`config.mk`:
```
export PLATFORM = sky130hd
export DESIGN_NAME = vga_timing_gen
export DESIGN_NICKNAME = d
export VERILOG_FILES = /design/src/rtl/vga_timing_gen.sv
export SDC_FILE = /design/constraint.sdc
export NUM_CORES = 1
export LEC_CHECK = 0
export CAP_MARGIN = 20
export CORE_ASPECT_RATIO = 1.25
export CORE_UTILIZATION = 40
export DETAILED_ROUTE_END_ITERATION = 16
export MAX_ROUTING_LAYER = met4
export PLACE_DENSITY_LB_ADDON = 0.2
export SLEW_MARGIN = 20
export SYNTH_ARGS = -nofsm -noshare
export SYNTH_HDL_FRONTEND = slang
export SYNTH_SLANG_ARGS = --single-unit
```
`constraint.sdc`:
```
create_clock -name clk -period 2.8 [get_ports clk]
set_input_delay 0.56 -clock clk [delete_from_list [all_inputs] [get_ports clk]]
set_output_delay 0.56 -clock clk [all_outputs]
set_load 0.005 [all_outputs]
```
`src/rtl/vga_timing_gen.sv`:
```
// VGA raster timing generator: pixel/line counters advanced by a pixel strobe,
// with registered sync, active-area, coordinate and end-of-line/frame pulse outputs.
module vga_timing_gen #(
    parameter int   H_ACTIVE = 640,
    parameter int   H_FP     = 16,
    parameter int   H_SYNC   = 96,
    parameter int   H_BP     = 48,
    parameter int   V_ACTIVE = 480,
    parameter int   V_FP     = 10,
    parameter int   V_SYNC   = 2,
    parameter int   V_BP     = 33,
    parameter logic HS_POL   = 1'b0,
    parameter logic VS_POL   = 1'b0,
    parameter int   CW       = 16
) (
    input  logic          clk,
    input  logic          rst_n,
    input  logic          i_pix_stb,
    output logic          h_sync,
    output logic          v_sync,
    output logic          active,
    output logic [CW-1:0] x,
    output logic [CW-1:0] y,
    output logic          end_of_line,
    output logic          end_of_frame,
    output logic          animate,
    output logic [7:0]    frame_cnt
);

    localparam int H_TOTAL = H_ACTIVE + H_FP + H_SYNC + H_BP;
    localparam int V_TOTAL = V_ACTIVE + V_FP + V_SYNC + V_BP;

    localparam logic [CW-1:0] H_LAST     = CW'(H_TOTAL - 1);
    localparam logic [CW-1:0] V_LAST     = CW'(V_TOTAL - 1);
    localparam logic [CW-1:0] V_LAST_VIS = CW'(V_ACTIVE - 1);
    localparam logic [CW-1:0] H_VIS_END  = CW'(H_ACTIVE);
    localparam logic [CW-1:0] V_VIS_END  = CW'(V_ACTIVE);
    localparam logic [CW-1:0] HS_BEG     = CW'(H_ACTIVE + H_FP);
    localparam logic [CW-1:0] HS_END     = CW'(H_ACTIVE + H_FP + H_SYNC);
    localparam logic [CW-1:0] VS_BEG     = CW'(V_ACTIVE + V_FP);
    localparam logic [CW-1:0] VS_END     = CW'(V_ACTIVE + V_FP + V_SYNC);

    logic [CW-1:0] h_cnt_reg, h_cnt_next;
    logic [CW-1:0] v_cnt_reg, v_cnt_next;
    logic [7:0]    frame_cnt_reg, frame_cnt_next;

    logic h_last, v_last, v_last_vis;
    logic h_vis, v_vis, hs_region, vs_region;

    always_comb begin
        h_last     = (h_cnt_reg == H_LAST);
        v_last     = (v_cnt_reg == V_LAST);
        v_last_vis = (v_cnt_reg == V_LAST_VIS);
        h_vis      = (h_cnt_reg < H_VIS_END);
        v_vis      = (v_cnt_reg < V_VIS_END);
        hs_region  = (h_cnt_reg >= HS_BEG) && (h_cnt_reg < HS_END);
        vs_region  = (v_cnt_reg >= VS_BEG) && (v_cnt_reg < VS_END);
    end

    // Wrap happens on the terminal strobe itself so a line is exactly H_TOTAL strobes.
    always_comb begin
        h_cnt_next     = h_cnt_reg;
        v_cnt_next     = v_cnt_reg;
        frame_cnt_next = frame_cnt_reg;
        if (i_pix_stb) begin
            if (h_last) begin
                h_cnt_next = '0;
                if (v_last) begin
                    v_cnt_next     = '0;
                    frame_cnt_next = frame_cnt_reg + 8'd1;
                end else begin
                    v_cnt_next = v_cnt_reg + CW'(1);
                end
            end else begin
                h_cnt_next = h_cnt_reg + CW'(1);
            end
        end
    end

    always_ff @(posedge clk or negedge rst_n) begin
        if (!rst_n) begin
            h_cnt_reg     <= '0;
            v_cnt_reg     <= '0;
            frame_cnt_reg <= '0;
        end else begin
            h_cnt_reg     <= h_cnt_next;
            v_cnt_reg     <= v_cnt_next;
            frame_cnt_reg <= frame_cnt_next;
        end
    end

    // Outputs decode the pre-edge counters every clk; pulses only on qualifying strobes.
    always_ff @(posedge clk or negedge rst_n) begin
        if (!rst_n) begin
            h_sync       <= ~HS_POL;
            v_sync       <= ~VS_POL;
            active       <= 1'b0;
            x            <= '0;
            y            <= '0;
            end_of_line  <= 1'b0;
            end_of_frame <= 1'b0;
            animate      <= 1'b0;
        end else begin
            h_sync       <= hs_region ? HS_POL : ~HS_POL;
            v_sync       <= vs_region ? VS_POL : ~VS_POL;
            active       <= h_vis && v_vis;
            x            <= (h_vis && v_vis) ? h_cnt_reg : '0;
            y            <= (h_vis && v_vis) ? v_cnt_reg : '0;
            end_of_line  <= i_pix_stb && h_last;
            end_of_frame <= i_pix_stb && h_last && v_last;
            animate      <= i_pix_stb && h_last && v_last_vis;
        end
    end

    assign frame_cnt = frame_cnt_reg;

endmodule

```
## After elaboration in Yosys (flattened, before gate mapping)

Index checks and enable logic that the tools add are counted.

| word-level totals | value |
|---|---|
| memories kept | 0 |
| RAM bits | 0 |
| latch bits | 0 |
| flip-flop bits (word level) | 78 |
| memory bits (read-only) | 0 |
| output and inout bits | 46 |

| cells by class | value |
|---|---|
| order comparisons | 6 |
| bitwise operators | 0 |
| add/sub/neg operators | 3 |
| reduce and logical (&&, ||, !) cells | 8 |
| $mul | 0 |
| div/mod/pow operators | 0 |
| multiplexer cells | 6 |
| eq/ne operators | 3 |
| shift operators | 0 |

Operators by type and width:

| kind | number |
|---|---|
| $mux W16 | 4 |
| $add A16 B1 Y16 const B | 2 |
| $eq A16 B10 Y1 const B | 2 |
| $lt A16 B10 Y1 const B | 2 |
| $lt A16 B9 Y1 const B | 2 |
| $eq A16 B9 Y1 const B | 1 |
| $ge A16 B10 Y1 const B | 1 |
| $ge A16 B9 Y1 const B | 1 |
| $add A8 B1 Y8 const B | 1 |
| $logic_and A1 B1 Y1 | 6 |
| $reduce_and A3 Y1 | 1 |
| $mux W1 | 2 |
| $reduce_and A2 Y1 | 1 |

## Logic depth before layout (Yosys ltp)

| logic depth | value |
|---|---|
| depth after elaboration | 3 |
| mapped depth | 8 |
| gate-level depth less buffers | 6 |

## Worst setup path before layout

OpenSTA, ideal clock, no wires.

| timing path | value |
|---|---|
| kind | register -> register |
| start point | register v_cnt_reg[0] |
| end point | register v_cnt_reg[6] |
| slack | 0.936 ns |
| clock period less this slack | 1.864 ns |
| buffers on the path | 2 |
| data arrival time | 1.739 ns |
| required time | 2.675 ns |
| stages on the path, launching flop included | 9 |
| cells stage by stage | dfrtp_1 -> inv_1 -> ha_1 -> nor4bb_1 -> nand4_1 -> buf_2 -> buf_1 -> a21oi_1 -> o22ai_1 |

| between the ends | value |
|---|---|
| longest elaborated chain between the ends | 2 |
| elaborated cells between the ends (all ways) | 3 |
| classes of those cells | add/sub (1); eq/ne (1); mux (1) |

Ends and longest elaborated chain:

| element | RTL line | source |
|---|---|---|
| from (decl) | 44 | `logic [CW-1:0] v_cnt_reg, v_cnt_next;` |
| from (signal assigned) | 87 | `v_cnt_reg <= v_cnt_next;` |
| $add A16 B1 Y16 / $eq A16 B10 Y1 (equally long branches) | 72, 52 |  |
| $mux W16 * | 68 | `if (v_last) begin` |

Every way passes the cells marked *; elsewhere a longest branch is shown, timed or not.
A chain may end at the register's enable or synchronous reset.

## Worst setup path after layout

| timing path | value |
|---|---|
| start point | register v_cnt_reg[0] |
| end point | register frame_cnt_reg[1] (netlist: frame_cnt[1]) |

| between the ends | value |
|---|---|
| longest elaborated chain between the ends | 2 |

Ends and longest elaborated chain:

| element | RTL line | source |
|---|---|---|
| $eq A16 B10 Y1 | 52 | `v_last = (v_cnt_reg == V_LAST);` |
| $reduce_and A3 Y1 (no source line) | n/a |  |
| to (signal assigned) | 88 | `frame_cnt_reg <= frame_cnt_next;` |
| to (decl) | 45 | `logic [7:0] frame_cnt_reg, frame_cnt_next;` |

Every way passes these cells.

==> impl_metrics.csv <==
group,metric,value,unit
power_and_ir_drop,p_sw,555,uW
worst_setup_path,crit_type,"reg -> reg",
clocking,ctsResizeCount,0,
worst_setup_path,crit_path_cell_trace,"inv_1 -> ha_1 -> nor4bb_1 -> nand4_1 -> nor2_1 -> mux2_1",
power_and_ir_drop,clkPwrFrac,0.351,
timing,slew_headroom,0.630,
logic_synthesis,synth_area_per_cell,11.1,um^2
layout,syn_to_final_growth,22.6,%
timing,tightest_slew,552,ps
logic_synthesis,netlist_area,3390,um^2
timing,finalSetupViolations,0,
worst_setup_path,worstSetupStartpointType,"register",
clocking,hold_buffers,0,
timing,fin_tns_setup,0,ps
timing,fin_skew,11.0,ps
die,pin_count,49,
clocking,clock_latency,360,ps
route,wirelength,6840,um
power_and_ir_drop,power.internal,1.56,mW
die,dieHeight,105,um
placement,hpwl,4600,um
route,route.vias.total,2431,
global_routing,grt_pass1_vias,2411,
worst_setup_path,crit_buf_inv,1,
die,die_area,8850,um^2
clocking,clk_path_buf_depth,2,
layout,fill_cells,789,
layout,fin_nets,370,
timing,period_needed,2390,ps
route,first_iter_violations,127,
clocking,numCtsBuffers,9,
route,wl_per_cell,14.7,um
power_and_ir_drop,p_leak,1.86,nW
worst_hold_path,hold_class,"in -> async",
timing,rsz0062_at_grt,"false",
logic_synthesis,synth-edff-count,0,
timing,hold_slack,150,ps
timing,slew_viol_final,0,
layout,diodes,0,
clocking,h-tree-depth,3,
route,avgViaCountPerCell,5.24,
logic_synthesis,synth_seq_cells,78,
logic_synthesis,ys.flop_type,"dfrtp_1",
logic_synthesis,ys_seq_area_frac,0.577,
power_and_ir_drop,sequentialPowerShare,0.586,
die,rows,37,
power_and_ir_drop,power.density,509,nW/um^2
global_routing,grt_max_degree,46,
route,drc,4,
logic_synthesis,synth_cells,304,
power_and_ir_drop,power_frac_comb,0.063,
logic_synthesis,ys_types,45,
timing,fmax,419,MHz
clocking,path_clk_slew,80,ps
clocking,clock_sinks,78,
route,wl_met2,3380,um
die,core,8240,um^2
worst_setup_path,end_kind,"register",
power_and_ir_drop,power,2.11,mW
layout,drive_gt1_frac,0.0845,
worst_setup_path,cp_max_fo,8,
flow_run,drv_cap,0,
global_routing,grt-ovfl-total,0,
worst_setup_path,cp_slowest_cell,"dfrtp_1",
global_routing,grtUsageTotal,0.172,
route,postRouteAntennaNets,0,
clocking,postCtsSetupRepairBufs,0,
clocking,cts_tree,"yes",
worst_setup_path,crit_arrival,2620,ps
placement,io_buffers,48,
placement,dpl_cell_area,3990,um^2
worst_setup_path,cp.required,3040,ps
die,die_x,84.3,um
global_routing,grt_pass1_wl,11500,um
logic_synthesis,async_flop_share,1.00,
layout,final_area,4160,um^2
global_routing,antenna_found_initial,0,
route,drt-met1-wl,3090,um
power_and_ir_drop,netSwitchingFraction,0.263,
run_status,outcome,"complete, but fails checks",
route,firstDrtPassIters,11,
layout,layout.cells.most_common,"dfrtp_1",
run_status,violations,"design-rule violations",
route,wl_met3,286,um
layout,layout_common_cells,"dfrtp_1 (76), clkdlybuf4s50_1 (47), nand3_1 (19), inv_1 (17), nand4_1 (17)",
worst_setup_path,critPathTopFamily,"simple AND/OR/NAND/NOR gates",
die,start_util,0.411,
power_and_ir_drop,vdd_ir_drop_max,426,uV
placement,gp_congestion,0.842,
clocking,root_buffer,"clkbuf_8",
worst_setup_path,max_stage_delay,450,ps
logic_synthesis,ys_warn_count,0,
timing,hold_viol_final,0,
route,highest_layer,"met4",
timing,post-route-period-util,0.852,
==> synth_stat cells, types with 2 or more instances <==
cell      count  area (um^2)
or4b_1        2         20.0
nand2_1      16         60.1
and2_1       10         62.6
mux2i_1       6         60.1
inv_1        17         63.8
buf_4         2         15.0
and3_1        6         37.5
o22ai_1       4         25.0
nor3_1       11         55.1
nor2_1       10         37.5
xnor2_1       8         70.1
nor4_2        2         25.0
or3_1         5         31.3
xor2_1       13          114
ha_1          5         62.6
and4_1        2         17.5
buf_1         3         11.3
o21ai_0       6         30.0
o21ai_1       5         25.0
nor4_1       13         81.3
buf_2         7         35.0
or3b_1        2         17.5
nand3_1      19         95.1
a21oi_1      11         55.1
dfrtp_1      76         1900
or4_1         3         22.5
nor4bb_1      2         20.0
clkbuf_1      4         15.0
nand4_1      17          106
dfstp_2       2         52.6
==> per-layer routing <==
metal | GRT usage | up-vias
li1 | - | 1175
met1 | 0.210 | 1186
met2 | 0.275 | 61
met3 | 0.0482 | 9
met4 | 0.0581 | 0
met5 | - | -
==> power by group through the flow <==
stage	Sequential, mW	Clock, mW	Combinational (mW)
finish	1.24	0.743	0.132
global route	1.25	0.814	0.157
CTS	1.24	0.773	0.136
detailed placement	1.26	0	0.136
global placement	1.26	0	0.132
floorplan	1.22	0	0.108
==> per-stage QoR <==
stage | util | worst slack [ps] | instances
floorplan | - | 936 | 316
global placement | 0.484 | 299 | 448
detailed placement | 0.484 | 234 | 448
CTS | 0.504 | 405 | 464
global route | 0.504 | 298 | 464
finish | 0.504 | 414 | 464
==> cell type report <==
type / instances / area, um^2 / share of cell area
Sequential cell: 78 / 1950 / 0.470
Multi-Input combinational cell: 203 / 1330 / 0.319
Timing Repair Buffer: 52 / 520 / 0.125
Clock buffer: 11 / 131 / 0.0316
Tap cell: 97 / 121 / 0.0292
Inverter: 18 / 67.6 / 0.0163
Clock inverter: 5 / 35.0 / 0.00843
==> worst reg2reg max path, cell delays in order, from the launching register on <==
cell and delay (ps):
dfrtp_1 450, inv_1 150, ha_1 180, nor4bb_1 380, nand4_1 410, nor2_1 340, mux2_1 350
==> final timing paths <==
check / start / endpoint / slack, ps / cells after the start
setup / recovery: v_cnt_reg[0] / frame_cnt[1] / 410 / 6
hold / removal: rst_n / v_cnt_reg[13] / 150 / 1
setup reg to reg: v_cnt_reg[0] / frame_cnt[1] / 410 / 6
hold reg to reg: frame_cnt[7] / frame_cnt[7] / 470 / 1
max in group asynchronous: rst_n / x[5] / 2070 / 2
min in group clk: frame_cnt[7] / frame_cnt[7] / 470 / 1
==> cell families (layout without fill, tap and decap cells) <==
group           count (synthesis)  in the layout  synth area share
flops                          78             78             0.577
fa+ha+maj                       5              5            0.0185
mux                             7              7            0.0210
buf+inv                        35             86            0.0458
compound gates                 27             27            0.0424
other cells                     1             13           0.00111
xor+xnor                       21             21            0.0543
simple gates                  130            130             0.240
Note: power is estimated with default switching activity, not from simulation.
